File: config.mk
export PLATFORM = sky130hd
export DESIGN_NAME = dac_sample_feeder
export DESIGN_NICKNAME = d
export VERILOG_FILES = /design/src/rtl/dac_sample_feeder.sv
export SDC_FILE = /design/constraint.sdc
export NUM_CORES = 1
export LEC_CHECK = 0
export BUFFER_PORTS_ARGS = -buffer_cell sky130_fd_sc_hd__buf_2
export CELL_PAD_IN_SITES_DETAIL_PLACEMENT = 2
export CELL_PAD_IN_SITES_GLOBAL_PLACEMENT = 2
export CORE_AREA = 2 2 187 207
export DETAILED_ROUTE_END_ITERATION = 8
export DIE_AREA = 0 0 189 209
export PLACE_DENSITY = 0.84
export SYNTH_ARGS = -nofsm -noshare
export SYNTH_HDL_FRONTEND = slang
export SYNTH_SLANG_ARGS = --single-unit
File: constraint.sdc
create_clock -name clk -period 12.4 [get_ports clk]
set_input_delay 1.24 -clock clk [delete_from_list [all_inputs] [get_ports clk]]
set_output_delay 1.24 -clock clk [all_outputs]
set_load 0.02 [all_outputs]
File: src/rtl/dac_sample_feeder.sv
// ---------------------------------------------------------------------------
// dac_sample_feeder
//
// Purpose:
//   Drives the two AD9781 data buses. Both buses sit at MIDSCALE until the SPI
//   configuration sequencer reports config_done and enable is high. After a
//   settling delay the block primes a small FIFO and then streams one DAC1/DAC2
//   sample pair per clk. Underruns are flagged (sticky), counted (saturating),
//   and recovered from by re-priming.
//
// Optional feature (macro DAC_TEST_PATTERN_EN):
//   Adds input test_mode. In S_RUN with test_mode=1 the FIFO is left alone.
//   dac1 carries a free-running ramp and dac2 carries its bitwise inverse.
//   Without the macro the port and the ramp logic are absent.
//
// Ports:
//   clk, rst             single clock, synchronous active-high reset
//   config_done, enable  level inputs; either low aborts to S_WAIT and flushes
//   s_valid/s_ready      upstream pair handshake
//   s_data1/s_data2      upstream DAC1/DAC2 samples
//   dac1_data/dac2_data  registered DAC buses
//   dac_valid            dac*_data carry FIFO data (or ramp), not midscale fill
//   streaming            high in S_RUN
//   underflow            sticky underrun flag
//   underflow_cnt        underrun event count, saturates at 255
//   fifo_level           FIFO occupancy 0..FIFO_DEPTH
//   state_dbg            current FSM state (0 WAIT, 1 SETTLE, 2 PRIME, 3 RUN)
//
// Handshake: a pair transfers on a posedge where s_valid && s_ready are both
// high. s_ready depends only on registered state, never on s_valid. The source
// may hold s_valid and the data until the transfer happens.
// ---------------------------------------------------------------------------
module dac_sample_feeder #(
  parameter int                DATA_W      = 14,
  parameter int                FIFO_DEPTH  = 16,
  parameter int                PRIME_LEVEL = 8,
  parameter int                START_DELAY = 64,
  parameter logic [DATA_W-1:0] MIDSCALE    = 14'h2000,
  localparam int               LVL_W       = $clog2(FIFO_DEPTH) + 1
) (
  input  logic              clk,
  input  logic              rst,
  input  logic              config_done,
  input  logic              enable,
`ifdef DAC_TEST_PATTERN_EN
  input  logic              test_mode,
`endif
  input  logic              s_valid,
  output logic              s_ready,
  input  logic [DATA_W-1:0] s_data1,
  input  logic [DATA_W-1:0] s_data2,
  output logic [DATA_W-1:0] dac1_data,
  output logic [DATA_W-1:0] dac2_data,
  output logic              dac_valid,
  output logic              streaming,
  output logic              underflow,
  output logic [7:0]        underflow_cnt,
  output logic [LVL_W-1:0]  fifo_level,
  output logic [1:0]        state_dbg
);

  localparam int AW          = $clog2(FIFO_DEPTH);
  localparam int CNT_W       = (START_DELAY > 2) ? $clog2(START_DELAY) : 1;
  // START_DELAY of 0 or 1 both spend exactly one cycle in S_SETTLE.
  localparam int SETTLE_LAST = (START_DELAY > 0) ? START_DELAY - 1 : 0;

  typedef enum logic [1:0] {
    S_WAIT   = 2'd0,
    S_SETTLE = 2'd1,
    S_PRIME  = 2'd2,
    S_RUN    = 2'd3
  } state_t;

  state_t              state_q, state_d;
  logic [CNT_W-1:0]    settle_cnt_q, settle_cnt_d;
  // Pointers carry one extra wrap bit so full and empty are distinguishable.
  logic [AW:0]         wr_ptr_q, wr_ptr_d;
  logic [AW:0]         rd_ptr_q, rd_ptr_d;
  logic [DATA_W-1:0]   dac1_q, dac1_d;
  logic [DATA_W-1:0]   dac2_q, dac2_d;
  logic                dac_valid_q, dac_valid_d;
  logic                underflow_q, underflow_d;
  logic [7:0]          underflow_cnt_q, underflow_cnt_d;
`ifdef DAC_TEST_PATTERN_EN
  logic [DATA_W-1:0]   ramp_q, ramp_d;
`endif

  logic [DATA_W-1:0]   mem1_q [FIFO_DEPTH];
  logic [DATA_W-1:0]   mem2_q [FIFO_DEPTH];

  logic [LVL_W-1:0]    level;
  logic                fifo_empty;
  logic                push;
  logic                go;
  logic                settle_done;

  assign level       = wr_ptr_q - rd_ptr_q;
  assign fifo_empty  = (level == '0);
  assign s_ready     = (state_q != S_WAIT) && (level < LVL_W'(FIFO_DEPTH));
  assign push        = s_valid && s_ready;
  assign go          = enable && config_done;
  assign settle_done = (settle_cnt_q == CNT_W'(SETTLE_LAST));

  always_comb begin
    state_d         = state_q;
    settle_cnt_d    = settle_cnt_q;
    wr_ptr_d        = wr_ptr_q + (AW + 1)'(push);
    rd_ptr_d        = rd_ptr_q;
    dac1_d          = dac1_q;
    dac2_d          = dac2_q;
    dac_valid_d     = dac_valid_q;
    underflow_d     = underflow_q;
    underflow_cnt_d = underflow_cnt_q;
`ifdef DAC_TEST_PATTERN_EN
    ramp_d          = ramp_q;
`endif

    case (state_q)
      S_WAIT: begin
        dac1_d      = MIDSCALE;
        dac2_d      = MIDSCALE;
        dac_valid_d = 1'b0;
        if (go) begin
          state_d      = S_SETTLE;
          settle_cnt_d = '0;
        end
      end

      S_SETTLE: begin
        dac1_d       = MIDSCALE;
        dac2_d       = MIDSCALE;
        dac_valid_d  = 1'b0;
        settle_cnt_d = settle_cnt_q + CNT_W'(1);
        if (settle_done) begin
          state_d = S_PRIME;
        end
      end

      S_PRIME: begin
        dac1_d      = MIDSCALE;
        dac2_d      = MIDSCALE;
        dac_valid_d = 1'b0;
        if (level >= LVL_W'(PRIME_LEVEL)) begin
          state_d = S_RUN;
`ifdef DAC_TEST_PATTERN_EN
          ramp_d  = '0;
`endif
        end
      end

      S_RUN: begin
`ifdef DAC_TEST_PATTERN_EN
        if (test_mode) begin
          // Ramp replaces FIFO data; the FIFO is neither popped nor checked.
          dac1_d      = ramp_q;
          dac2_d      = ~ramp_q;
          dac_valid_d = 1'b1;
          ramp_d      = ramp_q + DATA_W'(1);
        end else
`endif
        if (fifo_empty) begin
          // No bypass: a word pushed this same cycle is stored, not output.
          dac1_d      = MIDSCALE;
          dac2_d      = MIDSCALE;
          dac_valid_d = 1'b0;
          underflow_d = 1'b1;
          if (underflow_cnt_q != 8'hFF) begin
            underflow_cnt_d = underflow_cnt_q + 8'd1;
          end
          state_d = S_PRIME;
        end else begin
          dac1_d      = mem1_q[rd_ptr_q[AW-1:0]];
          dac2_d      = mem2_q[rd_ptr_q[AW-1:0]];
          dac_valid_d = 1'b1;
          rd_ptr_d    = rd_ptr_q + (AW + 1)'(1);
        end
      end

      default: begin
        state_d = S_WAIT;
      end
    endcase

    // Abort wins over everything: flush, midscale, and no underrun is booked
    // for a pop that the abort cancelled.
    if (!go) begin
      state_d         = S_WAIT;
      wr_ptr_d        = '0;
      rd_ptr_d        = '0;
      dac1_d          = MIDSCALE;
      dac2_d          = MIDSCALE;
      dac_valid_d     = 1'b0;
      underflow_d     = underflow_q;
      underflow_cnt_d = underflow_cnt_q;
    end
  end

  always_ff @(posedge clk) begin
    if (rst) begin
      state_q         <= S_WAIT;
      settle_cnt_q    <= '0;
      wr_ptr_q        <= '0;
      rd_ptr_q        <= '0;
      dac1_q          <= MIDSCALE;
      dac2_q          <= MIDSCALE;
      dac_valid_q     <= 1'b0;
      underflow_q     <= 1'b0;
      underflow_cnt_q <= 8'd0;
    end else begin
      state_q         <= state_d;
      settle_cnt_q    <= settle_cnt_d;
      wr_ptr_q        <= wr_ptr_d;
      rd_ptr_q        <= rd_ptr_d;
      dac1_q          <= dac1_d;
      dac2_q          <= dac2_d;
      dac_valid_q     <= dac_valid_d;
      underflow_q     <= underflow_d;
      underflow_cnt_q <= underflow_cnt_d;
    end
  end

`ifdef DAC_TEST_PATTERN_EN
  always_ff @(posedge clk) begin
    if (rst) begin
      ramp_q <= '0;
    end else begin
      ramp_q <= ramp_d;
    end
  end
`endif

  // Storage needs no reset: occupancy is defined by the pointers alone.
  always_ff @(posedge clk) begin
    if (push) begin
      mem1_q[wr_ptr_q[AW-1:0]] <= s_data1;
      mem2_q[wr_ptr_q[AW-1:0]] <= s_data2;
    end
  end

  assign dac1_data     = dac1_q;
  assign dac2_data     = dac2_q;
  assign dac_valid     = dac_valid_q;
  assign streaming     = (state_q == S_RUN);
  assign underflow     = underflow_q;
  assign underflow_cnt = underflow_cnt_q;
  assign fifo_level    = level;
  assign state_dbg     = state_q;

endmodule
; ---- Word level (Yosys, flattened, before mapping)
; Memories as Yosys holds them, arrays and structs flattened. A register that Yosys moved wholly into a read port is not among the register bits.
; Cells that the tools add are included.
[classes]
n_lt_le_gt_ge = 2
mux = 18
n_addsub = 5
n_bitwise = 2
n_reduce_logical = 14
n_eq_ne = 9
[op_table]
columns = op, n
row1 = 14-bit case mux with 2 select lines, 2
row2 = 14-bit two-way mux, 2
row3 = 4-bit two-way mux, 4
row4 = 6-bit case mux with 2 select lines, 1
row5 = 8-bit by 1-bit adder with 8-bit output (second input constant), 1
row6 = 8-bit inequality test (second input constant), 1
row7 = 2-bit case mux with 4 select lines, 1
row8 = 6-bit by 1-bit adder with 6-bit output (second input constant), 1
row9 = 6-bit equality test (second input constant), 1
row10 = 2-bit two-way mux, 3
row11 = 6-bit two-way mux, 1
row12 = 2-bit inequality test (second input constant), 3
row13 = 3-bit AND reduction, 2
row14 = 5-bit by 1-bit adder with 5-bit output, 1
row15 = 5-bit by 1-bit adder with 5-bit output (second input constant), 1
row16 = 5-bit by 4-bit greater-or-equal comparator with 1-bit output (second input constant), 1
row17 = 5-bit zero test, 1
row18 = 5-bit less-than comparator (second input constant), 1
row19 = 5-bit subtractor, 1
row20 = 2-bit equality test (second input constant), 2
row21 = 2-bit AND reduction, 2
row22 = 4-bit AND reduction, 1
row23 = 2-bit nonzero test, 2
row24 = 1-bit logical AND, 3
row25 = other kinds (8), 11
[word_totals]
out_inout_bits = 47
ff_bits = 56
ram_bits = 448
in_bits = 33
elab_cells = 61
n_memories = 2
[mem_list]
columns = memory, words, width, read_ports, rd_clocked_by_memory_dff, wr, line
row1 = mem1_q, 16, 14, 1, 1, 1, 88  ; logic [DATA_W-1:0] mem1_q [FIFO_DEPTH];
row2 = mem2_q, 16, 14, 1, 1, 1, 89  ; logic [DATA_W-1:0] mem2_q [FIFO_DEPTH];

; ---- Longest topological paths before layout
[depth]
word_depth = 6
mapped_depth = 12
depth_no_buf = 12

; ---- Least setup slack after synthesis
; No wires, ideal clock.
[synth_path]
path_type = flip-flop to flip-flop
startpoint = register wr_ptr_q[0]
endpoint = memory mem1_q[3][0], enable pin
n_path_buf = 0
required_ns = 11.952
slack_ns = 7.929
stages_incl_launch_ff = 10
setup_ns = 0.448
synth_period_minus_slack_ns = 4.471
arrival_time_ns = 4.023
path_cell_list = dfxtp_1 > inv_1 > ha_1 > inv_1 > fa_1 > nand3_1 > a21oi_1 > nor4b_1 > nand3_1 > nor3_1
[synth_between]
elab_chain_cells = 6
[synth_rtl]
columns = item, line
row1 = "start, declared", 77  ; logic [AW:0] wr_ptr_q, wr_ptr_d;
row2 = "start signal, assigned", 212  ; wr_ptr_q <= wr_ptr_d;
row3 = 5-bit subtractor, 97  ; assign level = wr_ptr_q - rd_ptr_q;
row4 = 5-bit less-than comparator, 99  ; assign s_ready = (state_q != S_WAIT) && (level < LVL_W'(FIFO_DEPTH));
row5 = 1-bit logical AND, 99
row6 = 1-bit logical AND, 100  ; assign push = s_valid && s_ready;
row7 = 1-bit two-way mux, 234  ; if (push) begin
row8 = 1-bit two-way mux (implied by the code), 235  ; mem1_q[wr_ptr_q[AW-1:0]] <= s_data1;
row9 = "end, declared", 88
; Parallel ways exist; a longest one is shown, timed or not.

; ---- Worst setup path in the final report
[layout_path]
startpoint = register wr_ptr_q[0]
endpoint = memory mem2_q[6][7], enable pin
[layout_between]
elab_chain_cells = 6
[layout_rtl]
columns = item, line
row1 = 5-bit subtractor, 97
row2 = 5-bit less-than comparator, 99
row3 = 1-bit logical AND, 99
row4 = 1-bit logical AND, 100
row5 = 1-bit two-way mux, 234
row6 = 1-bit two-way mux (implied by the code), 236  ; mem2_q[wr_ptr_q[AW-1:0]] <= s_data2;
row7 = "end, declared", 89
; Parallel ways exist; a longest one is shown, timed or not.

==> key figures <==
Drt
  • Vias per cell: 6.41
  • Via count: 10100
  • Post-route ant nets: 0
  • First-pass detailed-route iteration total: 7
  • Detailed router's first-iteration violation count: 1014
  • DRC viols: 0
  • WL/cell: 36.7 um
  • Routed WL: 57900 um

Critical path
  • Crit start category: register
  • Worst Setup End Kind: register
  • Crit path kind: reg2reg
  • R2r setup slk: 7.64 ns
  • Worst setup startpoint: wr_ptr_q[0]$_SDFF_PP0_
  • Worst flop-to-flop path endpoint: mem2_q[6][7]$_DFFE_PP_
  • Required @ worst endpoint: 12.59 ns
  • R2R depth: 9
  • Largest fanout on the critical path: 28
  • Last element of the critical path: mem2_q[6][7]$_DFFE_PP_
  • Crit Reg-Reg Startpoint: wr_ptr_q[0]$_SDFF_PP0_
  • Crit path arrival time: 4.95 ns

Die
  • Cell Rows: 75
  • Initial Util: 51.2%
  • Die Ht: 209 um
  • I/O Pins: 80
  • Core footprint: 37600 um^2
  • DIE AREA: 39500 um^2
  • Chip width: 189 um

Finish
  • Fin cells: 1579
  • Layout area overhead: 14.5%
  • Layout cells sized above 1: 28.9%
  • # diodes: 0
  • Final #Nets: 1080

Clock tree
  • Post-CTS setup buffer count: 0
  • Worst-Skew Late Latency: 0.60 ns
  • Num CTS Buffers: 50
  • H-Tree Depth: 2
  • Clk sink count: 508
  • Post-cts resize count: 0
  • CTS tree: done
  • Clock Tree Buf Depth: 3
  • CTS root buffer: clkbuf_16
  • Hold-fix buffers, CTS: 0
  • Clock transition at path regs: 0.07 ns

Timing
  • Unrepaired setup endpoints after global routing: false
  • Final period utilization: 38.4%
  • Rel. slew slack: 2.33%
  • Slew Limit Fails: 0
  • Final Hold Vio Count: 0
  • Setup TNS: 0 ns
  • Fmax: 210 MHz
  • Worst Skew: 0.0223 ns
  • Worst-Margin Slew: 1.46 ns
  • Final setup fails: 0
  • Minimum clock period: 4.76 ns

Power and ir drop
  • Leak: 6.92 nW
  • PD cells: 162 nW/um^2
  • IR drop worst, VDD: 0.160 mV
  • Total power: 3.58 mW

Placed design
  • Placed Cells: 1485
  • Placer congestion estimate: 0.726
  • IO buf count: 79
  • HPWL after DPL: 30500 um

Logic synthesis
  • Synth area leaders: edfxtp_1 70%, mux4_2 13%, dfxtp_1 6.2%
  • Mean post-synth cell area: 20.3 um^2
  • Cell taking the most area after synthesis: edfxtp_1
  • Seq cells post-synth: 508
  • Distinct cells, synth: 41
  • Register area share after synthesis: 76.1%
  • Syn_nets: 992
  • Mapped Cells: 949
  • Post-synth top area share: 69.8%
  • Ys Warns: 0
  • Mapped Area: 19300 um^2

GRT
  • Met1 usage: 39.8%
  • Tot GR Track Use: 30.2%
  • Grt ovf: 0
  • GR peak layer: met2
  • Routing usage on met2: 51.0%
  • Initial antenna violation count: 1
  • Largest net degree at the start of global routing: 76
  • First-pass GRT wire length: 83700 um
  • Met3 Usage GRT: 4.85%
  • Vias in the first global route: 11200

Run
  • Max cap viols: 0

Worst hold path
  • Min-delay worst type: reg2reg

Run status
  • Status: finished, final reports clean
==> flip-flops by register name, indices dropped and copies added (netlist names), 2 cells and up, named ones only <==
register / count
dac1_data: 14
dac2_data: 14
mem1_q: 224
mem2_q: 224
rd_ptr_q: 5
settle_cnt_q: 6
state_dbg: 2
underflow_cnt: 8
wr_ptr_q: 5
==> where the power goes <==
group	internal, mW	leakage [nW]	switching (mW)
sequential	1.86	4.51	0.00143
clock	0.989	0.884	0.687
combinational	0.00788	1.53	0.0335
==> placed cells by master (no fill, tap or decap), types with 14 or more instances in the layout <==
master,synthesis,final
edfxtp_1,448,448
buf_2,15,79
clkbuf_16,0,53
a21oi_1,22,22
dfxtp_1,60,56
a211oi_1,53,53
mux2i_1,26,26
nor2b_1,28,27
nand3_1,16,15
nor2_1,31,20
clkbuf_8,0,14
mux4_2,114,114
==> cell type report <==
| class | instances | area, um^2 |
|---|---|---|
| tap | 500 | 626 |
| clock buffer | 78 | 1560 |
| fill | 3039 | 15600 |
| timing repair buffer | 88 | 463 |
| multi-input combinational | 377 | 4470 |
| sequential | 508 | 14700 |
| clock inverter | 16 | 226 |
| inverter | 12 | 45.0 |
==> cell families (layout without fill, tap and decap cells) <==
| family | Yosys count | count (layout) | synth area share, % |
|---|---|---|---|
| flops | 508 | 508 | 76.1 |
| fa+ha+maj | 10 | 10 | 0.688 |
| buf+inv | 64 | 194 | 1.38 |
| mux | 141 | 141 | 14.7 |
| compound gates | 100 | 100 | 3.51 |
| xor+xnor | 5 | 5 | 0.227 |
| simple gates | 121 | 121 | 3.39 |
==> synthesized netlist by cell type <==
library cell,instances
nand4_1,3
nand3_1,16
and3b_1,1
a21o_1,2
fa_1,1
mux2i_1,26
dfxtp_1,60
a22oi_1,1
ha_1,9
inv_1,11
a211oi_1,53
mux2_2,1
edfxtp_1,448
o31ai_1,6
nand3b_1,1
a2111o_1,1
o21bai_1,1
o21ai_0,10
clkinv_1,1
a2111oi_0,1
or4_1,5
buf_4,2
nor2b_1,28
nor2_1,31
clkbuf_1,26
or3_1,7
and2_1,3
buf_1,9
a21oi_1,22
a31oi_1,1
or2_2,7
nor4b_1,2
nor3_1,5
xor2_1,3
buf_2,15
nand2b_1,3
nand2_1,6
xnor2_1,2
and3_1,3
a41oi_1,2
mux4_2,114
==> per-stage QoR <==
stage | cell area [um^2] | worst slack, ns | hold slack (ns) | util (%)
finish | 22100 | 7.64 | 0.493 | 58.6
global route | 22100 | 7.48 | 0.520 | 58.6
CTS | 22100 | 7.64 | 0.488 | 58.6
detailed placement | 20300 | 7.77 | 0.461 | 53.9
global placement | 20300 | 8.42 | 0.448 | 53.9
floorplan | 19300 | 7.93 | 0.452 | -
==> layer usage <==
layer	vias to the layer above	wire, um
met5	-	0
met4	0	2020
met3	113	3240
met2	450	29700
met1	5480	23000
li1	4084	-
==> worst min path at each step <==
stage,end,from,depth (start not counted)
finish,underflow$_SDFFE_PP0P_,underflow$_SDFFE_PP0P_,2
floorplan,settle_cnt_q[3]$_SDFFE_PP0P_,settle_cnt_q[3]$_SDFFE_PP0P_,1
global route,underflow$_SDFFE_PP0P_,underflow$_SDFFE_PP0P_,2
global placement,underflow$_SDFFE_PP0P_,underflow$_SDFFE_PP0P_,2
detailed placement,underflow$_SDFFE_PP0P_,underflow$_SDFFE_PP0P_,2
CTS,underflow$_SDFFE_PP0P_,underflow$_SDFFE_PP0P_,2
==> worst max-delay path: stages, from the launching register on <==
cell	delay [ns]
dfxtp_1	0.37
inv_1	0.15
ha_1	0.21
inv_1	0.07
fa_1	0.41
nand3_1	0.12
a21oi_1	0.13
nor4b_1	1.11
nand3_1	0.59
nor2_4	1.18
Note: power is estimated with default switching activity, not from simulation.
